**src/rtl/plic_lite_pkg.sv**
```systemverilog
// Shared definitions for the plic_lite interrupt controller: register map,
// FSM state encoding and source-count limit.
package plic_lite_pkg;

  localparam int PLIC_MAX_SRC = 31;

  localparam logic [1:0] PLIC_PENDING = 2'd0;
  localparam logic [1:0] PLIC_ENABLE  = 2'd1;
  localparam logic [1:0] PLIC_CLAIM   = 2'd2;
  localparam logic [1:0] PLIC_EDGE    = 2'd3;

  // Bit 0 set exactly in the states that drive m_eip, so the output is a flop bit.
  typedef enum logic [1:0] {
    ST_IDLE    = 2'b00,
    ST_ASSERT  = 2'b01,
    ST_TAKEN   = 2'b11,
    ST_SERVICE = 2'b10
  } plic_state_t;

endpackage

```
**src/rtl/irq_gateway.sv**
```systemverilog
// Per-source gateway: 2-flop synchronizer, edge detect and pending latch.
module irq_gateway (
  input  logic clk,
  input  logic rst,
  input  logic irq,
  input  logic edge_mode,
  input  logic in_service,
  input  logic clr,
  output logic pending
);

  logic s1, s, s_d, set;

  always_ff @(posedge clk) begin
    if (rst) begin
      s1  <= 1'b0;
      s   <= 1'b0;
      s_d <= 1'b0;
    end else begin
      s1  <= irq;
      s   <= s1;
      s_d <= s;
    end
  end

  assign set = edge_mode ? (s & ~s_d) : (s & ~in_service);

  // A new set in the same cycle as a claim keeps the bit pending.
  always_ff @(posedge clk) begin
    if (rst) pending <= 1'b0;
    else     pending <= set | (pending & ~clr);
  end

endmodule

```
**src/rtl/plic_lite.sv**
```systemverilog
// Lightweight external-interrupt controller: gateways, lowest-ID priority,
// claim/complete register pair and the m_eip handshake FSM.
//
// state   | meaning
// IDLE    | no enabled pending source seen, m_eip low
// ASSERT  | winner present, m_eip high, privilege unit not yet replied
// TAKEN   | privilege unit issued the interrupt, waiting for the claim read
// SERVICE | one source claimed, m_eip low until its matching complete
module plic_lite
  import plic_lite_pkg::*;
#(
  parameter int NSRC = 8
) (
  input  logic            clk,
  input  logic            rst,
  input  logic [1:0]      a,
  input  logic [31:0]     d,
  input  logic            we,
  input  logic            rd,
  output logic [31:0]     spo,
  input  logic [NSRC-1:0] irq_in,
  output logic            m_eip,
  input  logic            m_eip_reply
);

  logic [NSRC-1:0] pending, enable, edge_sel, active, svc_vec, clr_vec;
  logic [4:0]      winner, claim_id, svc_id;
  logic            claim, complete;
  plic_state_t     state, state_nx;

  assign active = pending & enable;

  always_comb begin
    winner = '0;
    for (int i = NSRC - 1; i >= 0; i--)
      if (active[i]) winner = 5'(i + 1);
  end

  // No nesting: while a source is in service the claim register reads 0.
  assign claim_id = (state == ST_SERVICE) ? 5'd0 : winner;
  assign claim    = rd && (a == PLIC_CLAIM) && (claim_id != 5'd0);
  assign complete = we && (a == PLIC_CLAIM) && (svc_id != 5'd0) && (d[4:0] == svc_id);

  // The claiming source counts as in service already, so a level line still
  // high at the claim edge does not immediately re-pend.
  for (genvar g = 0; g < NSRC; g++) begin : g_src
    assign clr_vec[g] = claim && (claim_id == 5'(g + 1));
    assign svc_vec[g] = (svc_id == 5'(g + 1)) || clr_vec[g];

    irq_gateway u_gw (
      .clk        (clk),
      .rst        (rst),
      .irq        (irq_in[g]),
      .edge_mode  (edge_sel[g]),
      .in_service (svc_vec[g]),
      .clr        (clr_vec[g]),
      .pending    (pending[g])
    );
  end

  always_ff @(posedge clk) begin
    if (rst) begin
      enable   <= '0;
      edge_sel <= '0;
      svc_id   <= '0;
    end else begin
      if (we && a == PLIC_ENABLE) enable   <= d[NSRC-1:0];
      if (we && a == PLIC_EDGE)   edge_sel <= d[NSRC-1:0];
      if (claim)                  svc_id   <= claim_id;
      else if (complete)          svc_id   <= '0;
    end
  end

  always_ff @(posedge clk) begin
    if (rst) state <= ST_IDLE;
    else     state <= state_nx;
  end

  always_comb begin
    state_nx = state;
    case (state)
      ST_IDLE:
        if (claim)                state_nx = ST_SERVICE;
        else if (winner != 5'd0)  state_nx = ST_ASSERT;
      ST_ASSERT:
        if (claim)                state_nx = ST_SERVICE;
        else if (winner == 5'd0)  state_nx = ST_IDLE;
        else if (m_eip_reply)     state_nx = ST_TAKEN;
      ST_TAKEN:
        if (claim)                state_nx = ST_SERVICE;
        else if (winner == 5'd0)  state_nx = ST_IDLE;
      ST_SERVICE:
        if (complete)             state_nx = ST_IDLE;
      default:                    state_nx = ST_IDLE;
    endcase
  end

  always_comb begin
    m_eip = (state == ST_ASSERT) || (state == ST_TAKEN);
  end

  always_comb begin
    spo = '0;
    case (a)
      PLIC_PENDING: spo = 32'(pending);
      PLIC_ENABLE:  spo = 32'(enable);
      PLIC_CLAIM:   spo = 32'(claim_id);
      PLIC_EDGE:    spo = 32'(edge_sel);
      default:      spo = '0;
    endcase
  end

endmodule

```
**config.mk**
```make
export PLATFORM = sky130hd
export DESIGN_NAME = plic_lite
export DESIGN_NICKNAME = d
export VERILOG_FILES = /design/src/rtl/plic_lite_pkg.sv /design/src/rtl/irq_gateway.sv /design/src/rtl/plic_lite.sv
export SDC_FILE = /design/constraint.sdc
export NUM_CORES = 1
export LEC_CHECK = 0
export ABC_CLOCK_PERIOD_IN_PS = 1900
export CORE_ASPECT_RATIO = 1.2
export CORE_MARGIN = 4
export CORE_UTILIZATION = 30
export CTS_CLUSTER_SIZE = 10
export DETAILED_ROUTE_END_ITERATION = 8
export PLACE_DENSITY = 0.56
export SETUP_SLACK_MARGIN = 0.2
export SKIP_LAST_GASP = 1
export SYNTH_ARGS = -nofsm -noshare
export SYNTH_HDL_FRONTEND = slang
export SYNTH_SLANG_ARGS = --single-unit
```
**constraint.sdc**
```tcl
create_clock -name clk -period 1.9 [get_ports clk]
set_input_delay 0.19 -clock clk [delete_from_list [all_inputs] [get_ports clk]]
set_output_delay 0.19 -clock clk [all_outputs]
set_load 0.03 [all_outputs]
```
---- Word level (Yosys, flattened, before mapping) ----
Index checks and enable logic that the tools add are counted.
cells by class
  eq/ne operators ......................... 27
  muxes and demuxes ....................... 29
  bitwise gates (word level) .............. 57
  reduce and logical (&&, ||, !) cells .... 32
operators by type and width
  cell                count
  $pmux 32 s4         1
  $mux 5              10
  $eq 5x3->1 const B  8
  $and 1x1->1         24
  $not 1->1           24
  $eq 5x2->1 const B  4
  $mux 2              8
  $logic_and 1x1->1   15
  $reduce_bool 5->1   3
  $eq 5x1->1 const B  2
  $eq 5x4->1 const B  2
  $logic_or 1x1->1    9
  $and 8x8->8         1
  $eq 2x2->1 const B  4
  $mux 1              8
  $or 1x1->1          8
  $pmux 2 s4          1
  $ne 3x3->1 const B  2
  $eq 5x5->1          1
  $logic_not 5->1     1
  $eq 2x1->1 const B  2
  $logic_not 2->1     2
  $mux 4              1
  $ne 4x4->1 const B  1
  3 further kinds     3
word-level totals
  flip-flop bits (word level) ............. 55
  input port bits ......................... 47

---- Depth between registers and ports, before layout ----
  depth after elaboration ................. 18
  gate-level depth with buffers ........... 6

---- Modules after synthesis ----
From an unflattened synthesis, not the netlist that was laid out.
unflattened totals
  cells, all modules ...................... 266
  area, all modules ....................... 2615.0 µm²
by module, submodules not included
  module       times used  cells an instance  area each (µm²)  seq. area each (µm²)
  plic_lite    1           186                1624.1           440.4
  irq_gateway  8           10                 123.9            80.1

---- Worst setup path after synthesis ----
No wires, ideal clock.
  path kind ............................... flip-flop to output port
  from .................................... reg g_src[5].u_gw.pending
  to ...................................... out spo[0]
  arrival ................................. 1515 ps
  data required time ...................... 1710 ps
  setup slack ............................. 195 ps
  cell stages (with the launch flop) ...... 6
  cells stage by stage .................... dfxtp_1 nand2_1 a32o_2 a32oi_4 a21oi_2 mux4_2
between the ends
  longest elaborated chain between the ends .. 9
RTL lines
  what                    RTL line           text
  from (decl)             irq_gateway.sv:9   output logic pending
  from (signal assigned)  irq_gateway.sv:31  else pending <= set | (pending & ~clr);
  $and 8x8->8             plic_lite.sv:31    assign active = pending & enable;
  $mux 5 (6 in series)    plic_lite.sv:36    if (active[i]) winner = 5'(i + 1);
  $mux 5                  plic_lite.sv:40    assign claim_id = (state == ST_SERVICE) ? 5'd0 : winner;
  $pmux 32 s4             plic_lite.sv:104   case (a)
  to (decl)               plic_lite.sv:20    output logic [31:0] spo,
Every way passes these cells. The select of a mux whose other input is x is not followed.

---- Final worst setup path ----
  from .................................... reg enable[5]
  to ...................................... out spo[0]
between the ends
  longest elaborated chain between the ends .. 9
RTL lines
  what                    RTL line          text
  from (decl)             plic_lite.sv:26   logic [NSRC-1:0] pending, enable, edge_sel, active, svc_vec, clr_vec;
  from (signal assigned)  plic_lite.sv:67   if (we && a == PLIC_ENABLE) enable <= d[NSRC-1:0];
  $and 8x8->8             plic_lite.sv:31
  $mux 5 (6 in series)    plic_lite.sv:36
  $mux 5                  plic_lite.sv:40
  $pmux 32 s4             plic_lite.sv:104
Every way passes these cells. The select of a mux whose other input is x is not followed.

==> results.md <==
* Outcome: finished with violations
* Failing checks: negative setup slack
* Worst setup margin at -176 ps
* Most used flip-flop cell after synthesis: dfxtp_1
* Final ANT Viol Nets at 0
* Total Routing Usage GR at 0.128
* Routed wl met2 at 3.15 mm
* GRT overflow at 0
* End of the worst hold path: svc_id[3]
* Initial DRC Count at 133
* Total CTS buffers at 5
* Syn_area_per_cell at 9.37 um2
* Util after Layout at 0.384
* Sink count of the clock tree at 54
* Flops & latches, synth at 54
* Dpl ws at -64.8 ps
* R2r setup slk at 40 ps
* Hold Violations, Final at 0
* Hold path start: rst
* Initial antenna violation count at 0
* Slew Limit Fails at 0
* Peak VDD IR at 282 uV
* Port Buf Inserts at 31
* Largest net degree at the start of global routing at 49
* Setup Crit Path Kind: flip-flop to output port
* HP Class: primary input to flip-flop
* Setup crit end kind: output port
* CP Launch Type: flip-flop
* Post-synthesis sequential area ratio at 0.414
* Clk_skew at 5.36 ps
* Finish-stage setup viols at 4
* Most common cell after layout, fill and taps aside: dfxtp_1
* Pre-antenna DRT Iters at 4
* Hold_buf cts at 0
* Met3 WL at 347 um
* Final net count at 380
* Die ar. at 10300 um2
* Layout cell share with drive strength beyond 1 at 0.225
* Via density at 4.70
* Post-Synthesis Cells at 279
* DPL Wire Length at 4.73 mm
* Detailed Route WL at 6.41 mm
* Synth-to-layout area growth at 25.2%
* Core ar. at 8520 um2
* Worst-path fanout max at 3
* Total Power at 2.21 mW
* Max Used Layer: met4
* Chip Width at 93.2 um
* Critical R2R Launch: enable[1]
* Height of the die at 110 um
* Worst Reg-to-Reg Cells at 8
* Min cycle time layout at 2080 ps
* DRC at 0
* Hold Path Depth at 3
* WP data required at 1710 ps
* Pleak at 1.36 nW
* CTS tree: done
* Total number of vias at 2120
* Max H-tree Level at 2
* Gpl congestion at 0.821
* Final hold slack at 276 ps
* ANT cells at 0
* Clock transition at path regs at 100 ps
* IO Count at 80
* Met1 wire length at 2.73 mm
* Warnings, synthesis at 0
* Global-route wire length before repair at 10.2 mm
* Clk Latency, worst-skew pair at 310 ps
* Crit path DAT at 1890 ps
* Worst Tran Pin Value at 527 ps
* Async set or reset register ratio after synthesis at 0
* Total power divided by cell area at 676 nW/um2
* Max Cap Violations at 0
* Root buffer cell: clkbuf_8
* Unique masters post-synth at 48
* Avg WL per Cell at 14.2 um
* Vias in the first global route at 2033
* Most frequent cells in the layout: 47 x dfxtp_1, 36 x buf_4, 24 x nor2b_1, 24 x conb_1, 23 x nor2_1
* Row count at 37
* Final period util at 1.09
* Worst slew margin at 0.649
* Starting density of the core at 0.307
* Buffer depth of the longest clock path at 2
* Fmax achieved at 482 MHz
* Post-Syn Area at 2610 um2
* Unrepaired setup endpoints after global routing: true
* Post-synth EDFFs at 0
* R2R Path End: svc_id[1]
## cell usage after synthesis, types with 2 or more instances
| master | n | share of area |
|---|---|---|
| nor2_1 | 23 | 0.033 |
| mux4_2 | 4 | 0.034 |
| a21oi_1 | 7 | 0.013 |
| dfxtp_1 | 54 | 0.41 |
| inv_1 | 5 | 0.0072 |
| o21ai_0 | 6 | 0.011 |
| nor3_1 | 2 | 0.0038 |
| buf_4 | 25 | 0.072 |
| a22oi_1 | 3 | 0.0086 |
| mux2i_1 | 20 | 0.077 |
| nor2b_1 | 24 | 0.057 |
| clkbuf_1 | 7 | 0.010 |
| nand3_1 | 7 | 0.013 |
| a31oi_1 | 9 | 0.022 |
| nand2_1 | 16 | 0.023 |
| a31o_2 | 3 | 0.010 |
| a311oi_1 | 6 | 0.020 |
| nor3b_1 | 2 | 0.0057 |
| a211oi_1 | 2 | 0.0057 |
| nand4_1 | 2 | 0.0048 |
| xnor2_1 | 3 | 0.010 |
| nand2b_1 | 5 | 0.012 |
| buf_2 | 7 | 0.013 |
| or3_1 | 4 | 0.0096 |
| nor4_1 | 3 | 0.0072 |
| nand3b_1 | 8 | 0.023 |
## how the worst max path moves through the flow
stage | startpoint | to | slack (ps) | cells after the start
after floorplan | g_src[5].u_gw.pending | spo[0] | 200 | 5
after global placement | a[1] | svc_id[1] | -30 | 6
after detailed placement | a[1] | svc_id[1] | -60 | 6
after CTS | enable[5] | spo[0] | -200 | 6
after global routing | enable[5] | spo[0] | -260 | 6
final | enable[5] | spo[0] | -180 | 6
## sequential cells by signal, indices dropped and copies added, names as in the netlist
name / cells
svc_id: 4
enable: 8
g_src.u_gw.s: 8
g_src.u_gw.s_d: 8
edge_sel: 8
g_src.u_gw.pending: 8
state: 2
g_src.u_gw.s1: 8
## worst max-delay path: stages (launching register included)
cell     delay, ps
dfxtp_2        360
nand2_1         50
a32o_2         270
a32oi_4        210
a21oi_2         70
mux4_2         470
buf_6          160
## report_power, final
group | total (mW) | internal (mW) | leakage, nW | switching [mW]
clock network | 0.681 | 0.294 | 0.0472 | 0.387
registers | 1.21 | 1.17 | 0.445 | 0.0324
logic | 0.324 | 0.142 | 0.871 | 0.182
## kinds of logic (layout without fill, tap and decap cells)
group,after synthesis,count (layout),share of synthesized area
AO/OA/AOI/OAI,47,47,0.136
multiplexers,24,24,0.111
flip-flops,54,54,0.414
XOR/XNOR,3,3,0.0101
AND/OR/NAND/NOR,105,105,0.224
buffers and inverters,45,77,0.104
other,1,24,0.00143
## repair_timing
action / in CTS / in global routing
resized for setup: 8 / 5
setup buffers: 6 / 1
endpoints found under the setup margin: 5 / 14
pin swaps: 1 / 4
## through the flow
stage | instance area, um2 | setup TNS [ps] | std cells
finish | 3270 | -553 | 451
global route | 3270 | -929 | 451
CTS | 3250 | -610 | 450
detailed placement | 3090 | -187 | 436
global placement | 3090 | -85.9 | 436
floorplan | 2700 | 0 | 302
## final cells by class
cell class | count | area, um2
fill | 893 | 5250
multi-input combinational | 203 | 1360
sequential | 54 | 1090
timing repair buffer | 64 | 561
tap | 117 | 146
clock buffer | 6 | 82.6
inverter | 5 | 18.8
clock inverter | 2 | 12.5
## per-layer routing
layer,up-vias,global-route usage
li1,1052,-
met1,991,0.155
met2,62,0.224
met3,15,0.0258
met4,0,0.0450
met5,-,0
(Power assumes the default switching activity.)
